File: src/rtl/pipe_hazard_ctrl_if.sv
// Pipeline-side view of the hazard controller: ID/EXE/MEM status in, stage controls out.
// master = pipeline datapath, slave = pipe_hazard_ctrl.
interface pipe_hazard_ctrl_if #(
  parameter int CNT_W = 16
);
  logic [4:0]       id_src1;
  logic [4:0]       id_src2;
  logic             id_two_src;
  logic             exe_wb_en;
  logic             exe_mem_read;
  logic [4:0]       exe_dest;
  logic             mem_wb_en;
  logic [4:0]       mem_dest;
  logic             br_taken;
  logic             mem_req;
  logic             mem_ready;
  logic             pc_freeze;
  logic             if2id_freeze;
  logic             if2id_flush;
  logic             id2exe_bubble;
  logic             pipe_freeze;
  logic             mem_err;
  logic [CNT_W-1:0] stall_cnt;

  modport master (
    output id_src1, id_src2, id_two_src, exe_wb_en, exe_mem_read, exe_dest,
           mem_wb_en, mem_dest, br_taken, mem_req, mem_ready,
    input  pc_freeze, if2id_freeze, if2id_flush, id2exe_bubble, pipe_freeze,
           mem_err, stall_cnt
  );

  modport slave (
    input  id_src1, id_src2, id_two_src, exe_wb_en, exe_mem_read, exe_dest,
           mem_wb_en, mem_dest, br_taken, mem_req, mem_ready,
    output pc_freeze, if2id_freeze, if2id_flush, id2exe_bubble, pipe_freeze,
           mem_err, stall_cnt
  );
endinterface

File: src/rtl/pipe_hazard_ctrl.sv
// Freeze/flush/bubble control for the 5-stage pipe: RAW hazards, taken branches, memory stalls.
// Optional macro PIPE_FORWARD_EN: forwarding present, only load-use against EXE stalls.
module pipe_hazard_ctrl #(
  parameter int TIMEOUT = 255,
  parameter int CNT_W   = 16
) (
  input logic               clk,
  input logic               rst,
  pipe_hazard_ctrl_if.slave bus
);
  // state | meaning
  // RUN   | normal flow; a memory access not ready this cycle moves to WAIT
  // WAIT  | whole pipe frozen until mem_ready, bounded by TIMEOUT
  // ERR   | memory timeout, everything frozen until rst
  typedef enum logic [1:0] {RUN = 2'd0, WAIT = 2'd1, ERR = 2'd2} state_t;

  localparam int WC_W = $clog2(TIMEOUT + 1);
  localparam logic [WC_W-1:0] WC_LAST = WC_W'(TIMEOUT - 1);

  state_t           state;
  logic [WC_W-1:0]  wait_cnt;
  logic [CNT_W-1:0] stall_cnt;
  logic             mem_err_q;
  logic             src1_hit;
  logic             src2_hit;
  logic             hazard;
  logic             mem_stall;

  function automatic logic dep_hit(input logic [4:0] src, input logic [4:0] dest, input logic en);
    return en && (dest != 5'd0) && (src == dest);
  endfunction

`ifdef PIPE_FORWARD_EN
  logic unused_mem_fwd;
  assign unused_mem_fwd = ^{bus.mem_wb_en, bus.mem_dest};
`else
  logic unused_exe_rd;
  assign unused_exe_rd = bus.exe_mem_read;
`endif

  always_comb begin
`ifdef PIPE_FORWARD_EN
    src1_hit = dep_hit(bus.id_src1, bus.exe_dest, bus.exe_wb_en & bus.exe_mem_read);
    src2_hit = dep_hit(bus.id_src2, bus.exe_dest, bus.exe_wb_en & bus.exe_mem_read);
`else
    src1_hit = dep_hit(bus.id_src1, bus.exe_dest, bus.exe_wb_en) |
               dep_hit(bus.id_src1, bus.mem_dest, bus.mem_wb_en);
    src2_hit = dep_hit(bus.id_src2, bus.exe_dest, bus.exe_wb_en) |
               dep_hit(bus.id_src2, bus.mem_dest, bus.mem_wb_en);
`endif
    hazard    = src1_hit | (bus.id_two_src & src2_hit);
    mem_stall = ((state == RUN) & bus.mem_req & ~bus.mem_ready) |
                ((state == WAIT) & ~bus.mem_ready) |
                (state == ERR);
  end

  // Zero-latency controls: stage registers sample these on the same edge.
  always_comb begin
    bus.pipe_freeze   = 1'b0;
    bus.pc_freeze     = 1'b0;
    bus.if2id_freeze  = 1'b0;
    bus.if2id_flush   = 1'b0;
    bus.id2exe_bubble = 1'b0;
    if (!rst) begin
      if (mem_stall) begin
        bus.pipe_freeze  = 1'b1;
        bus.pc_freeze    = 1'b1;
        bus.if2id_freeze = 1'b1;
      end else if (bus.br_taken) begin
        bus.if2id_flush   = 1'b1;
        bus.id2exe_bubble = 1'b1;
      end else if (hazard) begin
        bus.pc_freeze     = 1'b1;
        bus.if2id_freeze  = 1'b1;
        bus.id2exe_bubble = 1'b1;
      end
    end
  end

  always_ff @(posedge clk) begin
    if (rst) begin
      state     <= RUN;
      wait_cnt  <= '0;
      stall_cnt <= '0;
      mem_err_q <= 1'b0;
    end else begin
      if (bus.pc_freeze && (stall_cnt != {CNT_W{1'b1}}))
        stall_cnt <= stall_cnt + CNT_W'(1);
      case (state)
        RUN: begin
          if (bus.mem_req && !bus.mem_ready) begin
            state    <= WAIT;
            wait_cnt <= '0;
          end
        end
        WAIT: begin
          if (bus.mem_ready) begin
            state <= RUN;
          end else if (wait_cnt == WC_LAST) begin
            state     <= ERR;
            mem_err_q <= 1'b1;
          end else begin
            wait_cnt <= wait_cnt + WC_W'(1);
          end
        end
        ERR:     state <= ERR;
        default: state <= RUN;
      endcase
    end
  end

  assign bus.mem_err   = mem_err_q;
  assign bus.stall_cnt = stall_cnt;
endmodule

File: src/flat_wrapper.sv
// flat-port wrapper written by rule: the top's interface ports become plain ports
module pipe_hazard_ctrl_flat 
#(
  parameter int TIMEOUT = 255,
  parameter int CNT_W   = 16
)
  (clk, rst, bus_id_src1, bus_id_src2, bus_id_two_src, bus_exe_wb_en, bus_exe_mem_read, bus_exe_dest, bus_mem_wb_en, bus_mem_dest, bus_br_taken, bus_mem_req, bus_mem_ready, bus_pc_freeze, bus_if2id_freeze, bus_if2id_flush, bus_id2exe_bubble, bus_pipe_freeze, bus_mem_err, bus_stall_cnt);
  pipe_hazard_ctrl_if #(.CNT_W(CNT_W)) bus_i ();
  input logic clk;
  input logic rst;
  input wire logic [$bits(bus_i.id_src1)-1:0] bus_id_src1;
  input wire logic [$bits(bus_i.id_src2)-1:0] bus_id_src2;
  input wire logic [$bits(bus_i.id_two_src)-1:0] bus_id_two_src;
  input wire logic [$bits(bus_i.exe_wb_en)-1:0] bus_exe_wb_en;
  input wire logic [$bits(bus_i.exe_mem_read)-1:0] bus_exe_mem_read;
  input wire logic [$bits(bus_i.exe_dest)-1:0] bus_exe_dest;
  input wire logic [$bits(bus_i.mem_wb_en)-1:0] bus_mem_wb_en;
  input wire logic [$bits(bus_i.mem_dest)-1:0] bus_mem_dest;
  input wire logic [$bits(bus_i.br_taken)-1:0] bus_br_taken;
  input wire logic [$bits(bus_i.mem_req)-1:0] bus_mem_req;
  input wire logic [$bits(bus_i.mem_ready)-1:0] bus_mem_ready;
  output wire logic [$bits(bus_i.pc_freeze)-1:0] bus_pc_freeze;
  output wire logic [$bits(bus_i.if2id_freeze)-1:0] bus_if2id_freeze;
  output wire logic [$bits(bus_i.if2id_flush)-1:0] bus_if2id_flush;
  output wire logic [$bits(bus_i.id2exe_bubble)-1:0] bus_id2exe_bubble;
  output wire logic [$bits(bus_i.pipe_freeze)-1:0] bus_pipe_freeze;
  output wire logic [$bits(bus_i.mem_err)-1:0] bus_mem_err;
  output wire logic [$bits(bus_i.stall_cnt)-1:0] bus_stall_cnt;
  assign bus_i.id_src1 = bus_id_src1;
  assign bus_i.id_src2 = bus_id_src2;
  assign bus_i.id_two_src = bus_id_two_src;
  assign bus_i.exe_wb_en = bus_exe_wb_en;
  assign bus_i.exe_mem_read = bus_exe_mem_read;
  assign bus_i.exe_dest = bus_exe_dest;
  assign bus_i.mem_wb_en = bus_mem_wb_en;
  assign bus_i.mem_dest = bus_mem_dest;
  assign bus_i.br_taken = bus_br_taken;
  assign bus_i.mem_req = bus_mem_req;
  assign bus_i.mem_ready = bus_mem_ready;
  assign bus_pc_freeze = bus_i.pc_freeze;
  assign bus_if2id_freeze = bus_i.if2id_freeze;
  assign bus_if2id_flush = bus_i.if2id_flush;
  assign bus_id2exe_bubble = bus_i.id2exe_bubble;
  assign bus_pipe_freeze = bus_i.pipe_freeze;
  assign bus_mem_err = bus_i.mem_err;
  assign bus_stall_cnt = bus_i.stall_cnt;
  pipe_hazard_ctrl #(.TIMEOUT(TIMEOUT), .CNT_W(CNT_W)) u_core (.clk(clk), .rst(rst), .bus(bus_i));
endmodule
File: config.mk
export PLATFORM = sky130hd
export DESIGN_NAME = pipe_hazard_ctrl_flat
export DESIGN_NICKNAME = d
export VERILOG_FILES = /design/src/rtl/pipe_hazard_ctrl_if.sv /design/src/rtl/pipe_hazard_ctrl.sv /design/src/flat_wrapper.sv
export SDC_FILE = /design/constraint.sdc
export NUM_CORES = 1
export LEC_CHECK = 0
export CAP_MARGIN = 20
export CORE_ASPECT_RATIO = 1.1
export CORE_UTILIZATION = 40
export CTS_CLUSTER_DIAMETER = 150
export CTS_CLUSTER_SIZE = 12
export DETAILED_ROUTE_END_ITERATION = 10
export MAX_ROUTING_LAYER = met4
export PLACE_DENSITY = 0.7
export SETUP_SLACK_MARGIN = 0.15
export SYNTH_ARGS = -nofsm -noshare
export SYNTH_HDL_FRONTEND = slang
export SYNTH_SLANG_ARGS = --single-unit
File: constraint.sdc
create_clock -name clk -period 2.55 [get_ports clk]
set_input_delay 0.6375 -clock clk [delete_from_list [all_inputs] [get_ports clk]]
set_output_delay 0.6375 -clock clk [all_outputs]
set_load 0.02 [all_outputs]
==> run_results.csv, run 1 <==
group,metric,value,unit
outcome,status,"complete, but fails checks",
outcome,violations,"setup timing",
min_path,hold_class,"reg2reg",
routing,highest_layer,"met4",
floorplanning,die-area,0.00454,mm2
logic_synthesis,async_flop_share,0,
cells_and_area,n_antenna_cell,0,
min_path,worstHoldEndpoint,"u_core.bus.mem_err$_SDFFE_PP0P_",
critical_path,worst-path-max-fanout,3,
min_path,worstHoldStart,"u_core.bus.mem_err$_SDFFE_PP0P_",
critical_path,r2r-start,"u_core.state[1]$_SDFFE_PP0P_",
routing,drc,0,
critical_path,required,1.91,ns
place,gp_congestion,0.844,
power_and_ir_drop,clkPwrFrac,0.271,
global_route,grt_first_pass_wirelength,7680,um
routing,via_per_inst,5.37,
logic_synthesis,yosysUniqueCellTypes,42,
critical_path,worst_r2r_endpoint,"u_core.bus.stall_cnt[15]$_SDFFE_PP0P_",
sta,rsz0062_at_grt,"true",
cells_and_area,syn2layout_area_growth,59.3,%
routing,wl_per_cell,14.5,um
min_path,min_path_cells,2,
sta,max_freq,354,MHz
routing,met1_length,2130,um
cts,clock_sinks,27,
power_and_ir_drop,combPwrFrac,0.265,
sta,setup_slack,-0.275,ns
logic_synthesis,syn_nets,243,
critical_path,reg2reg_depth,8,
logic_synthesis,syn_area,0.00171,mm2
sta,drv_slew,0,
cells_and_area,final_cell_area,0.00272,mm2
cells_and_area,multi_input_area,0.00131,mm2
cells_and_area,fillCellCount,346,
routing,drt_first_pass_iters,4,
global_route,grt_remaining_overflow,0,
logic_synthesis,synth_flop_cell,"dfxtp_1",
logic_synthesis,synth_cells,211,
cts,cts_tree,"done",
floorplanning,die_h,70.5,um
cells_and_area,final_nets,323,
routing,first_iter_violations,66,
floorplanning,placeableCoreArea,0.00402,mm2
critical_path,ff2ff_setup_slack,0.38,ns
cts,htreeDepth,1,
logic_synthesis,ys_ff_latch,27,
floorplanning,boundaryPins,51,
power_and_ir_drop,power_density,338,mW/mm2
global_route,grt_start_max_net_pins,27,
cells_and_area,finalNonFillerCells,342,
sta,fin_crit,2.82,ns
place,placed_cells,331,
routing,routed_wirelength,4970,um
routing,ant_nets,0,
routing,vias,1835,
critical_path,arrival,2.19,ns
logic_synthesis,synth_edf_count,0,
cts,clk_pin_slew,0.09,ns
cts,cts-root-buf,"clkbuf_8",
global_route,grt_pass1_vias,1713,
logic_synthesis,ys_warn_count,0,
sta,setup_viol,3,
floorplanning,rows,24,
place,post-dp-hpwl,3370,um
sta,tightest_slew,0.407,ns
power_and_ir_drop,leakage,1.08,nW
cells_and_area,postLayoutCoreUtil,0.676,
place,dpl_cell_area,0.00246,mm2
power_and_ir_drop,swShare,0.285,
sta,skew,0.00324,ns
logic_synthesis,avgSynthCellArea,8.09,um2
floorplanning,start_util,0.424,
sta,fin_hold_ws,0.452,ns
sta,period_share,1.11,
sta,hold_viol_final,0,
cts,clock_path_buffers,2,
sta,relSlewSlack,0.725,
global_route,track_usage,0.218,
critical_path,crit_type,"in2out",
power_and_ir_drop,worst_ir_drop_vdd,0.000247,V
routing,wl_met2,2550,um
place,io_buffers,49,
flow_run,maxCapViolCount,0,
power_and_ir_drop,p_seq_frac,0.465,
cells_and_area,layout-drive-gt1-share,0.334,
critical_path,cp-end-kind,"primary output",
routing,route.met3.wl,230,um
cells_and_area,seqCellArea,541,um2
floorplanning,die_width,64.3,um
global_route,antenna_found_initial,0,
critical_path,cp-start-kind,"input pin",
logic_synthesis,ys_seq_area_frac,0.316,
cts,clock_latency,0.27,ns
power_and_ir_drop,intPower,656,uW
cts,cts_buffers,3,
power_and_ir_drop,p_switching,262,uW
-- kinds of logic (layout without fill, tap and decap cells) --
logic type / Yosys count / after routing / share of synthesized area
buffers and inverters: 15 / 93 / 0.0403
AOI/OAI and AO/OA: 34 / 35 / 0.132
adders and majority gates: 3 / 3 / 0.0220
xor gates and xnor gates: 24 / 24 / 0.123
muxes: 10 / 10 / 0.0630
DFF: 27 / 27 / 0.316
and+or+nand+nor: 98 / 98 / 0.303
-- per-layer routing --
metal,track usage,vias to the layer above
li1,-,915
met1,0.265,863
met2,0.366,51
met3,0.0355,6
met4,0.0716,0
met5,-,-
-- worst max-delay path by stage --
stage / start / to
finish: bus_exe_dest[4] / bus_pc_freeze
global route: bus_exe_dest[4] / bus_pc_freeze
CTS: bus_id_src2[2] / bus_id2exe_bubble
detailed placement: bus_mem_dest[4] / bus_id2exe_bubble
global placement: bus_id_src2[4] / bus_id2exe_bubble
floorplan: bus_exe_dest[4] / bus_pc_freeze
-- synthesized netlist by cell type, types with 2 or more instances --
library cell | number | area (um2)
a21oi_1 | 15 | 75.1
a32oi_1 | 2 | 17.5
and2_1 | 4 | 25.0
and3_1 | 3 | 18.8
clkbuf_1 | 6 | 22.5
dfxtp_1 | 27 | 541
ha_1 | 3 | 37.5
inv_1 | 5 | 18.8
mux2_1 | 5 | 56.3
mux2i_1 | 4 | 40.0
nand2_1 | 16 | 60.1
nand2b_1 | 2 | 12.5
nand3_1 | 10 | 50.1
nand4_1 | 12 | 75.1
nor2_1 | 20 | 75.1
nor2b_1 | 7 | 43.8
nor3_1 | 8 | 40.0
o21ai_0 | 5 | 25.0
o31ai_1 | 3 | 22.5
or2_2 | 4 | 25.0
or3_1 | 3 | 18.8
or4_1 | 5 | 37.5
xnor2_1 | 2 | 17.5
xor2_1 | 22 | 193
-- per-stage QoR --
step / power, mW / TNS [ns] / setup slack [ns]
after floorplan: 0.528 / -0.0173 / -0.0173
after global placement: 0.637 / -8.31 / -0.985
after detailed placement: 0.641 / -8.99 / -1.01
after CTS: 0.901 / -0.399 / -0.206
after global routing: 0.966 / -0.784 / -0.268
final: 0.918 / -0.768 / -0.275
-- cell usage in the layout (no fill, tap or decap), drive strengths merged, types with 2 or more instances in the layout --
cell and instances:
nor4 2, o221a 2, xnor2 2, a32oi 2
nand2b 2, clkdlybuf4s15 2, mux2 6, inv 5
nor2b 7, o31ai 3, xor2 22, and2 4
dfxtp 27, and3 3, dlygate4sd2 9, mux2i 4
ha 3, clkdlybuf4s50 21, buf 51, nand4 12
or4 5, nand3 10, nand2 16, clkbuf 4
or3 3, nor2 20, nor3 8, or2 4
a21oi 15, o21ai 7
-- flip-flops by register name, indices dropped and copies added (netlist names) --
| name | flops |
|---|---|
| u_core.state | 2 |
| u_core.bus.mem_err | 1 |
| u_core.wait_cnt | 8 |
| u_core.bus.stall_cnt | 16 |
-- repair_timing --
action | 4_1_cts | 5_1_grt
cloned | 0 | 1
endpoints found under the setup margin | 21 | 19
pin swaps | 23 | 19
hold buffers | 0 | 0
setup buffers | 5 | 1
gates resized for setup | 111 | 27
-- power groups by stage --
stage / Clock [mW] / Sequential (mW) / Combinational [mW]
after global placement: 0 / 0.436 / 0.201
final: 0.249 / 0.427 / 0.243
after CTS: 0.259 / 0.427 / 0.216
after floorplan: 0 / 0.437 / 0.0907
after global routing: 0.279 / 0.427 / 0.259
after detailed placement: 0 / 0.436 / 0.204
-- cell type report --
type,instances,share of cell area
clock buffers,3,0.0152
repair buffers,84,0.271
inverters,5,0.00690
clock inverters,1,0.00276
well taps,52,0.0239
flip-flops and latches,27,0.199
multi-input cells,170,0.481
-- worst max-delay path, cell delays in order --
cell and delay, ns:
buf_6 0.10, xor2_1 0.17, nor4_2 0.36, a32oi_2 0.19, o22ai_2 0.23, buf_4 0.16, nand2_4 0.04, a21oi_4 0.17
buf_6 0.14
No activity file was read; power rests on OpenSTA's default activity.
==> inputs of run 2 (changes only) <==
SLEW_MARGIN = 20   (was not set)
==> results of run 2 <==
Final layout, timing and power as in run 1 (identical DEF).
